==> config.mk <==
export PLATFORM = sky130hd
export DESIGN_NAME = miriscv_gpr_wb_arb_flat
export DESIGN_NICKNAME = d
export VERILOG_FILES = /design/src/rtl/miriscv_gpr_wb_arb_pkg.sv /design/src/rtl/miriscv_gpr_wb_arb_if.sv /design/src/rtl/miriscv_wb_fifo.sv /design/src/rtl/miriscv_gpr_wb_arb.sv /design/src/flat_wrapper.sv
export SDC_FILE = /design/constraint.sdc
export NUM_CORES = 1
export LEC_CHECK = 0
export BUFFER_PORTS_ARGS = -buffer_cell sky130_fd_sc_hd__buf_2
export CAP_MARGIN = 20
export CORE_MARGIN = 2
export CORE_UTILIZATION = 40
export CTS_CLUSTER_DIAMETER = 200
export CTS_CLUSTER_SIZE = 24
export DETAILED_ROUTE_END_ITERATION = 12
export HOLD_SLACK_MARGIN = 0.06
export PLACE_DENSITY_LB_ADDON = 0.1
export SLEW_MARGIN = 10
export SYNTH_ARGS = -nofsm -noshare
export SYNTH_HDL_FRONTEND = slang
export SYNTH_SLANG_ARGS = --single-unit
export TNS_END_PERCENT = 100
==> constraint.sdc <==
create_clock -name clk_i -period 3.95 [get_ports clk_i]
set_input_delay 0.5925 -clock clk_i [delete_from_list [all_inputs] [get_ports clk_i]]
set_output_delay 0.5925 -clock clk_i [all_outputs]
set_load 0.005 [all_outputs]
==> src/rtl/miriscv_gpr_wb_arb_pkg.sv <==
// Shared types for the GPR writeback arbiter: widths, source select enum, buffered entry.
package miriscv_gpr_wb_arb_pkg;

  localparam int XLEN           = 32;
  localparam int GPR_ADDR_WIDTH = 5;
  localparam int NUM_GPR        = 2 ** GPR_ADDR_WIDTH;

  typedef logic [GPR_ADDR_WIDTH-1:0] gpr_addr_t;
  typedef logic [XLEN-1:0]           xlen_t;

  typedef enum logic [1:0] {
    WB_SRC_NONE,
    WB_SRC_ALU,
    WB_SRC_LSU_FIFO,
    WB_SRC_LSU_BYP
  } wb_src_e;

  typedef struct packed {
    gpr_addr_t addr;
    xlen_t     data;
  } wb_entry_t;

endpackage

==> src/rtl/miriscv_gpr_wb_arb_if.sv <==
// Writeback arbiter bundle: ALU/LSU result inputs, load scoreboard, GPR write port.
// master = core side driving results and decode lookups, slave = the arbiter.
interface miriscv_gpr_wb_arb_if #(
  parameter int LSU_FIFO_DEPTH = 4
);
  import miriscv_gpr_wb_arb_pkg::*;

  logic                            alu_wb_valid_i;
  gpr_addr_t                       alu_wb_addr_i;
  xlen_t                           alu_wb_data_i;
  logic                            lsu_wb_valid_i;
  logic                            lsu_wb_ready_o;
  gpr_addr_t                       lsu_wb_addr_i;
  xlen_t                           lsu_wb_data_i;
  logic                            load_issue_i;
  gpr_addr_t                       load_issue_rd_i;
  gpr_addr_t                       r1_addr_i;
  gpr_addr_t                       r2_addr_i;
  logic                            r1_busy_o;
  logic                            r2_busy_o;
  logic [NUM_GPR-1:0]              busy_o;
  logic [$clog2(LSU_FIFO_DEPTH):0] lsu_fifo_level_o;
  logic                            gpr_wr_en_o;
  gpr_addr_t                       gpr_wr_addr_o;
  xlen_t                           gpr_wr_data_o;

  modport master (
    output alu_wb_valid_i, alu_wb_addr_i, alu_wb_data_i,
    output lsu_wb_valid_i, lsu_wb_addr_i, lsu_wb_data_i,
    output load_issue_i, load_issue_rd_i, r1_addr_i, r2_addr_i,
    input  lsu_wb_ready_o, r1_busy_o, r2_busy_o, busy_o, lsu_fifo_level_o,
    input  gpr_wr_en_o, gpr_wr_addr_o, gpr_wr_data_o
  );

  modport slave (
    input  alu_wb_valid_i, alu_wb_addr_i, alu_wb_data_i,
    input  lsu_wb_valid_i, lsu_wb_addr_i, lsu_wb_data_i,
    input  load_issue_i, load_issue_rd_i, r1_addr_i, r2_addr_i,
    output lsu_wb_ready_o, r1_busy_o, r2_busy_o, busy_o, lsu_fifo_level_o,
    output gpr_wr_en_o, gpr_wr_addr_o, gpr_wr_data_o
  );

endinterface

==> src/rtl/miriscv_wb_fifo.sv <==
// Sync FIFO of writeback entries; head visible same cycle, one-cycle push-to-head.
// Push is ignored when full and pop when empty; caller gates with full/empty.
module miriscv_wb_fifo
  import miriscv_gpr_wb_arb_pkg::*;
#(
  parameter int DEPTH = 4
) (
  input  logic                     clk_i,
  input  logic                     arstn_i,
  input  logic                     push_vld,
  input  wb_entry_t                push_dat,
  input  logic                     pop_vld,
  output wb_entry_t                head_dat,
  output logic [$clog2(DEPTH):0]   level,
  output logic                     full,
  output logic                     empty
);

  localparam int AW = $clog2(DEPTH);
  localparam logic [AW:0] FULL_LVL = (AW+1)'(DEPTH);

  wb_entry_t   mem [DEPTH];
  logic [AW:0] wr_ptr;
  logic [AW:0] rd_ptr;

  // Pointers carry one extra wrap bit so full and empty are distinguishable.
  assign level    = wr_ptr - rd_ptr;
  assign full     = (level == FULL_LVL);
  assign empty    = (wr_ptr == rd_ptr);
  assign head_dat = mem[rd_ptr[AW-1:0]];

  always_ff @(posedge clk_i or negedge arstn_i) begin
    if (!arstn_i) begin
      wr_ptr <= '0;
      rd_ptr <= '0;
    end else begin
      if (push_vld && !full) wr_ptr <= wr_ptr + 1'b1;
      if (pop_vld && !empty) rd_ptr <= rd_ptr + 1'b1;
    end
  end

  always_ff @(posedge clk_i) begin
    if (push_vld && !full) mem[wr_ptr[AW-1:0]] <= push_dat;
  end

endmodule

==> src/rtl/miriscv_gpr_wb_arb.sv <==
// GPR writeback arbiter (ALU > buffered LSU > LSU bypass), 0-cycle select, plus load scoreboard.
// LSU is back-pressured by a registered FIFO-full; the ALU path never stalls.
module miriscv_gpr_wb_arb
  import miriscv_gpr_wb_arb_pkg::*;
#(
  parameter int LSU_FIFO_DEPTH = 4
) (
  input logic                 clk_i,
  input logic                 arstn_i,
  miriscv_gpr_wb_arb_if.slave bus
);

  wb_entry_t                        alu_ent;
  wb_entry_t                        lsu_ent;
  wb_entry_t                        fifo_head;
  wb_entry_t                        sel_ent;
  wb_src_e                          src;
  logic                             fifo_full;
  logic                             fifo_empty;
  logic [$clog2(LSU_FIFO_DEPTH):0]  fifo_level;
  logic                             lsu_acc;
  logic                             lsu_commit;
  logic                             push;
  logic                             pop;
  logic [NUM_GPR-1:0]               busy_q;
  logic [NUM_GPR-1:0]               busy_d;
  logic [NUM_GPR-1:0]               set_mask;
  logic [NUM_GPR-1:0]               clr_mask;

  assign alu_ent = '{addr: bus.alu_wb_addr_i, data: bus.alu_wb_data_i};
  assign lsu_ent = '{addr: bus.lsu_wb_addr_i, data: bus.lsu_wb_data_i};

  assign bus.lsu_wb_ready_o = !fifo_full;
  assign lsu_acc            = bus.lsu_wb_valid_i && !fifo_full;

  // Bypass only with an empty FIFO, so LSU results retire in acceptance order.
  always_comb begin
    src     = WB_SRC_NONE;
    sel_ent = '0;
    if (bus.alu_wb_valid_i) begin
      src     = WB_SRC_ALU;
      sel_ent = alu_ent;
    end else if (!fifo_empty) begin
      src     = WB_SRC_LSU_FIFO;
      sel_ent = fifo_head;
    end else if (lsu_acc) begin
      src     = WB_SRC_LSU_BYP;
      sel_ent = lsu_ent;
    end
  end

  assign pop        = (src == WB_SRC_LSU_FIFO);
  assign push       = lsu_acc && (src != WB_SRC_LSU_BYP);
  assign lsu_commit = (src == WB_SRC_LSU_FIFO) || (src == WB_SRC_LSU_BYP);

  assign bus.gpr_wr_en_o   = arstn_i && (src != WB_SRC_NONE) && (sel_ent.addr != '0);
  assign bus.gpr_wr_addr_o = sel_ent.addr;
  assign bus.gpr_wr_data_o = sel_ent.data;

  miriscv_wb_fifo #(
    .DEPTH (LSU_FIFO_DEPTH)
  ) u_fifo (
    .clk_i    (clk_i),
    .arstn_i  (arstn_i),
    .push_vld (push),
    .push_dat (lsu_ent),
    .pop_vld  (pop),
    .head_dat (fifo_head),
    .level    (fifo_level),
    .full     (fifo_full),
    .empty    (fifo_empty)
  );

  assign bus.lsu_fifo_level_o = fifo_level;

  // A new load to the register being retired this cycle keeps it busy.
  always_comb begin
    set_mask = '0;
    clr_mask = '0;
    if (bus.load_issue_i) set_mask[bus.load_issue_rd_i] = 1'b1;
    if (lsu_commit)       clr_mask[sel_ent.addr]        = 1'b1;
    busy_d    = (busy_q & ~clr_mask) | set_mask;
    busy_d[0] = 1'b0;
  end

  always_ff @(posedge clk_i or negedge arstn_i) begin
    if (!arstn_i) busy_q <= '0;
    else          busy_q <= busy_d;
  end

  assign bus.busy_o    = busy_q;
  assign bus.r1_busy_o = busy_q[bus.r1_addr_i];
  assign bus.r2_busy_o = busy_q[bus.r2_addr_i];

  a_no_waw_issue: assert property (@(posedge clk_i) disable iff (!arstn_i)
    (bus.load_issue_i && bus.load_issue_rd_i != '0) |-> !busy_q[bus.load_issue_rd_i]);

  a_no_alu_to_busy: assert property (@(posedge clk_i) disable iff (!arstn_i)
    (bus.alu_wb_valid_i && bus.alu_wb_addr_i != '0) |-> !busy_q[bus.alu_wb_addr_i]);

  a_lsu_rd_busy: assert property (@(posedge clk_i) disable iff (!arstn_i)
    (lsu_acc && bus.lsu_wb_addr_i != '0) |-> busy_q[bus.lsu_wb_addr_i]);

endmodule

==> src/flat_wrapper.sv <==
// flat-port wrapper written by rule: the top's interface ports become plain ports
module miriscv_gpr_wb_arb_flat import miriscv_gpr_wb_arb_pkg::*;
#(
  parameter int LSU_FIFO_DEPTH = 4
)
  (clk_i, arstn_i, bus_alu_wb_valid_i, bus_alu_wb_addr_i, bus_alu_wb_data_i, bus_lsu_wb_valid_i, bus_lsu_wb_addr_i, bus_lsu_wb_data_i, bus_load_issue_i, bus_load_issue_rd_i, bus_r1_addr_i, bus_r2_addr_i, bus_lsu_wb_ready_o, bus_r1_busy_o, bus_r2_busy_o, bus_busy_o, bus_lsu_fifo_level_o, bus_gpr_wr_en_o, bus_gpr_wr_addr_o, bus_gpr_wr_data_o);
  miriscv_gpr_wb_arb_if #(.LSU_FIFO_DEPTH(LSU_FIFO_DEPTH)) bus_i ();
  input logic clk_i;
  input logic arstn_i;
  input wire logic [$bits(bus_i.alu_wb_valid_i)-1:0] bus_alu_wb_valid_i;
  input wire logic [$bits(bus_i.alu_wb_addr_i)-1:0] bus_alu_wb_addr_i;
  input wire logic [$bits(bus_i.alu_wb_data_i)-1:0] bus_alu_wb_data_i;
  input wire logic [$bits(bus_i.lsu_wb_valid_i)-1:0] bus_lsu_wb_valid_i;
  input wire logic [$bits(bus_i.lsu_wb_addr_i)-1:0] bus_lsu_wb_addr_i;
  input wire logic [$bits(bus_i.lsu_wb_data_i)-1:0] bus_lsu_wb_data_i;
  input wire logic [$bits(bus_i.load_issue_i)-1:0] bus_load_issue_i;
  input wire logic [$bits(bus_i.load_issue_rd_i)-1:0] bus_load_issue_rd_i;
  input wire logic [$bits(bus_i.r1_addr_i)-1:0] bus_r1_addr_i;
  input wire logic [$bits(bus_i.r2_addr_i)-1:0] bus_r2_addr_i;
  output wire logic [$bits(bus_i.lsu_wb_ready_o)-1:0] bus_lsu_wb_ready_o;
  output wire logic [$bits(bus_i.r1_busy_o)-1:0] bus_r1_busy_o;
  output wire logic [$bits(bus_i.r2_busy_o)-1:0] bus_r2_busy_o;
  output wire logic [$bits(bus_i.busy_o)-1:0] bus_busy_o;
  output wire logic [$bits(bus_i.lsu_fifo_level_o)-1:0] bus_lsu_fifo_level_o;
  output wire logic [$bits(bus_i.gpr_wr_en_o)-1:0] bus_gpr_wr_en_o;
  output wire logic [$bits(bus_i.gpr_wr_addr_o)-1:0] bus_gpr_wr_addr_o;
  output wire logic [$bits(bus_i.gpr_wr_data_o)-1:0] bus_gpr_wr_data_o;
  assign bus_i.alu_wb_valid_i = bus_alu_wb_valid_i;
  assign bus_i.alu_wb_addr_i = bus_alu_wb_addr_i;
  assign bus_i.alu_wb_data_i = bus_alu_wb_data_i;
  assign bus_i.lsu_wb_valid_i = bus_lsu_wb_valid_i;
  assign bus_i.lsu_wb_addr_i = bus_lsu_wb_addr_i;
  assign bus_i.lsu_wb_data_i = bus_lsu_wb_data_i;
  assign bus_i.load_issue_i = bus_load_issue_i;
  assign bus_i.load_issue_rd_i = bus_load_issue_rd_i;
  assign bus_i.r1_addr_i = bus_r1_addr_i;
  assign bus_i.r2_addr_i = bus_r2_addr_i;
  assign bus_lsu_wb_ready_o = bus_i.lsu_wb_ready_o;
  assign bus_r1_busy_o = bus_i.r1_busy_o;
  assign bus_r2_busy_o = bus_i.r2_busy_o;
  assign bus_busy_o = bus_i.busy_o;
  assign bus_lsu_fifo_level_o = bus_i.lsu_fifo_level_o;
  assign bus_gpr_wr_en_o = bus_i.gpr_wr_en_o;
  assign bus_gpr_wr_addr_o = bus_i.gpr_wr_addr_o;
  assign bus_gpr_wr_data_o = bus_i.gpr_wr_data_o;
  miriscv_gpr_wb_arb #(.LSU_FIFO_DEPTH(LSU_FIFO_DEPTH)) u_core (.clk_i(clk_i), .arstn_i(arstn_i), .bus(bus_i));
endmodule
==> flow_metrics.env <==
export IMPL_status="completed"
export IMPL_routed_via_density=5.459
export IMPL_port_buffers=168
export IMPL_grt_pass1_wl_mm=34.44
export IMPL_synth_fa_ha_area_frac=0.01229
export IMPL_clk_pin_slew_worst_paths_ns=0.07
export IMPL_synth_flop_cell="edfxtp_1"
export IMPL_fin_crit_sh=0.9590
export IMPL_die_y_um=151.9
export IMPL_cts_hold_buf=0
export IMPL_place_congestion=0.8902
export IMPL_ir_drop_uv=465.2
export IMPL_cellLeakagePower_nw=4.129
export IMPL_cap_violations=0
export IMPL_synth_area_top_cells="edfxtp_1 (51%), mux4_2 (14%), dfrtp_1 (11%)"
export IMPL_synth_edf_count=148
export IMPL_r2r_start="u_core.u_fifo.wr_ptr[0]$_DFFE_PN0P_"
export IMPL_critical_path_top_delay_family="compound AO/OA/AOI/OAI gates"
export IMPL_ant_nets=0
export IMPL_die_x_um=151.9
export IMPL_period_needed_ns=3.788
export IMPL_rsz0062_at_grt="false"
export IMPL_hold_path_class="input pin to async pin"
export IMPL_grt_remaining_overflow=0
export IMPL_synth_top_family_by_area="multiplexers"
export IMPL_dp_worst_setup_slack_ns=0.2266
export IMPL_reg2reg_depth=8
export IMPL_worst_ep_required_time_ns=3.36
export IMPL_worst_r2r_endpoint="u_core.u_fifo.mem[3][34]$_DFFE_PP_"
export IMPL_power_density_nw_per_um2=795.6
export IMPL_worstSetupEndpointType="primary output"
export IMPL_tritoncts="done"
export IMPL_finalHoldViolations=0
export IMPL_dpl_cell_area_um2=9941
export IMPL_synth_warnings=0
export IMPL_finalSetupTns_ns=0
export IMPL_post_route_cells_drive_above_1_share=0.3776
export IMPL_drc=0
export IMPL_htreeDepth=4
export IMPL_final_area_um2=10560
export IMPL_slowest_delay_ns=0.38
export IMPL_dpl_hpwl_mm=15.08
export IMPL_syn_instance_count=619
export IMPL_wire_per_inst_um=20.50
export IMPL_syn_avg_cell_area_um2=14.14
export IMPL_drt_iter0_markers=364
export IMPL_finalNetCount=895
export IMPL_synthSimpleGateAreaFrac=0.1032
export IMPL_final_setup_viol_count=0
export IMPL_cp_buffers_inverters=3
export IMPL_async_reset_ff_frac=0.2000
export IMPL_rows=54
export IMPL_synth_top_area_frac=0.5078
export IMPL_clkSinkCount=185
export IMPL_ys_seq_elements=185
export IMPL_postLayoutSetupSlackWorst_ns=0.1621
export IMPL_initial_core_util=0.4048
export IMPL_ys_seq_area_frac=0.6136
export IMPL_r2r_setup_slack_ns=0.79
export IMPL_floorplan_die_area_um2=23080
export IMPL_synth_compound_area_frac=0.08792
export IMPL_fin_skew_ns=0.01601
export IMPL_layout_common_cells="buf_2 (168), edfxtp_1 (148), nand2_1 (92)"
export IMPL_synth_distinct_cells=62
export IMPL_numCtsBuffers=17
export IMPL_synth_mux_area_frac=0.1492
export IMPL_slew_headroom=0.4408
export IMPL_max_freq_mhz=264.0
export IMPL_slew_violations=0
export IMPL_syn_area_um2=8752
export IMPL_mostFrequentLayoutCell="buf_2"
export IMPL_syn_nets=721
export IMPL_cp_arrival_ns=3.20
export IMPL_num_vias=5929
export IMPL_cp_cell_sequence="inv_1 -> ha_1 -> fa_2 -> xor3_2 -> a31o_4 -> o311a_1 -> a21o_1 -> inv_2 -> nor4_4 -> nor2_1 -> buf_2"
export IMPL_critical_path_class="flip-flop to primary output"
export IMPL_antenna_found_initial=1
export IMPL_grt_use_total=0.1937
export IMPL_clk_latency_ns=0.44
export IMPL_crit_fanout=6
export IMPL_start_kind="flip-flop"
export IMPL_core_area_um2=21620
export IMPL_synth_area_leader_cell="edfxtp_1"
export IMPL_routed_wl_mm=22.26
export IMPL_worst_path_max_delay_cell="dfrtp_1"
export IMPL_first_pass_iters=5
export IMPL_clockBufferDepth=2
export IMPL_area_growth_syn_to_layout_pct=20.60
export IMPL_synth_xor_area_frac=0.008863
export IMPL_clock_root_buffer="clkbuf_16"
export IMPL_tightestPinTransition_ns=0.8370
export IMPL_io_pins=170
export IMPL_grt_max_degree=40
export IMPL_grt_pass1_vias=6060
[logic make-up after synthesis]
logic type               Yosys count
AO/OA/AOI/OAI                    126
XOR/XNOR                           7
adder cells (fa/ha/maj)            8
buffers and inverters             48
flip-flops                       185
multiplexers                      60
other                              1
AND/OR/NAND/NOR                  184
[metal layers]
metal / vias to the layer above / global-route usage / wire length [µm]
met5: - / 0 / 0
met4: 0 / 0.06943 / 436
met3: 29 / 0.03537 / 1065
met2: 206 / 0.3350 / 11370
met1: 2946 / 0.2453 / 9386
li1: 2748 / - / -
[how the worst max path moves through the flow]
stage / startpoint / to / depth (start not counted)
6_report: u_core.u_fifo.wr_ptr[0]$_DFFE_PN0P_ / bus_gpr_wr_en_o / 11
4_1_cts: u_core.u_fifo.wr_ptr[0]$_DFFE_PN0P_ / bus_gpr_wr_en_o / 11
3_3_place_gp: u_core.u_fifo.wr_ptr[0]$_DFFE_PN0P_ / bus_gpr_wr_en_o / 11
2_1_floorplan: u_core.u_fifo.wr_ptr[0]$_DFFE_PN0P_ / u_core.u_fifo.mem[3][0]$_DFFE_PP_ / 7
3_5_place_dp: u_core.u_fifo.wr_ptr[0]$_DFFE_PN0P_ / bus_gpr_wr_en_o / 11
5_1_grt: u_core.u_fifo.wr_ptr[0]$_DFFE_PN0P_ / bus_gpr_wr_en_o / 11
[power by group]
part	switching, W	internal (W)	total (W)
combinational	0.00213	0.00162	0.00374
clock	0.000783	0.000832	0.00162
sequential	0.000299	0.00274	0.00304
[final cells by class]
cell class              count  area, µm²
fillers                  1941      11070
diodes                      1      2.502
multi-input cells         386       3203
clock buffers              17      425.4
well taps                 280      350.3
clock inverters            14      133.9
inverters                  13      48.80
repair buffers            190       1018
flip-flops and latches    185       5373
[flip-flops by register name, summed over array words and instances, names as in the netlist]
name,cells
u_core.u_fifo.rd_ptr,3
u_core.bus.busy_o,31
u_core.u_fifo.mem,148
u_core.u_fifo.wr_ptr,3
[per-stage QoR]
| stage | hold WS [ns] | power, W | instances | utilization |
|---|---|---|---|---|
| finish | 0.2241 | 0.008398 | 1086 | 0.4882 |
| global route | 0.2569 | 0.008899 | 1085 | 0.4881 |
| CTS | 0.2202 | 0.008425 | 1083 | 0.4870 |
| detailed placement | 0.5475 | 0.006775 | 1051 | 0.4598 |
| global placement | 0.5438 | 0.006721 | 1051 | 0.4598 |
| floorplan | 0.2969 | 0.005328 | 619 | - |
[what timing repair did]
item	CTS	global route
resized for setup	3	2
pin swaps	2	2
setup buffers	1	2
setup endpoints to repair	1	1
[synth_stat cells (2+ instances only)]
cell / number
nor3_1: 5
xor2_1: 3
mux2_2: 4
a32oi_1: 2
o21ai_1: 6
and3_1: 33
a21boi_0: 2
nand2_1: 92
inv_1: 11
or3_1: 4
dfrtp_1: 37
ha_1: 7
nand3b_1: 2
buf_4: 2
mux4_2: 55
a21oi_1: 36
buf_6: 2
nor2_1: 10
and3b_1: 3
o21ai_0: 53
or2_2: 3
o31ai_1: 11
nor3b_1: 4
xnor2_1: 3
and2_1: 7
o32a_1: 2
nand4_1: 3
buf_1: 5
nand3_1: 9
edfxtp_1: 148
clkbuf_1: 24
Note: power is estimated with default switching activity, not from simulation.
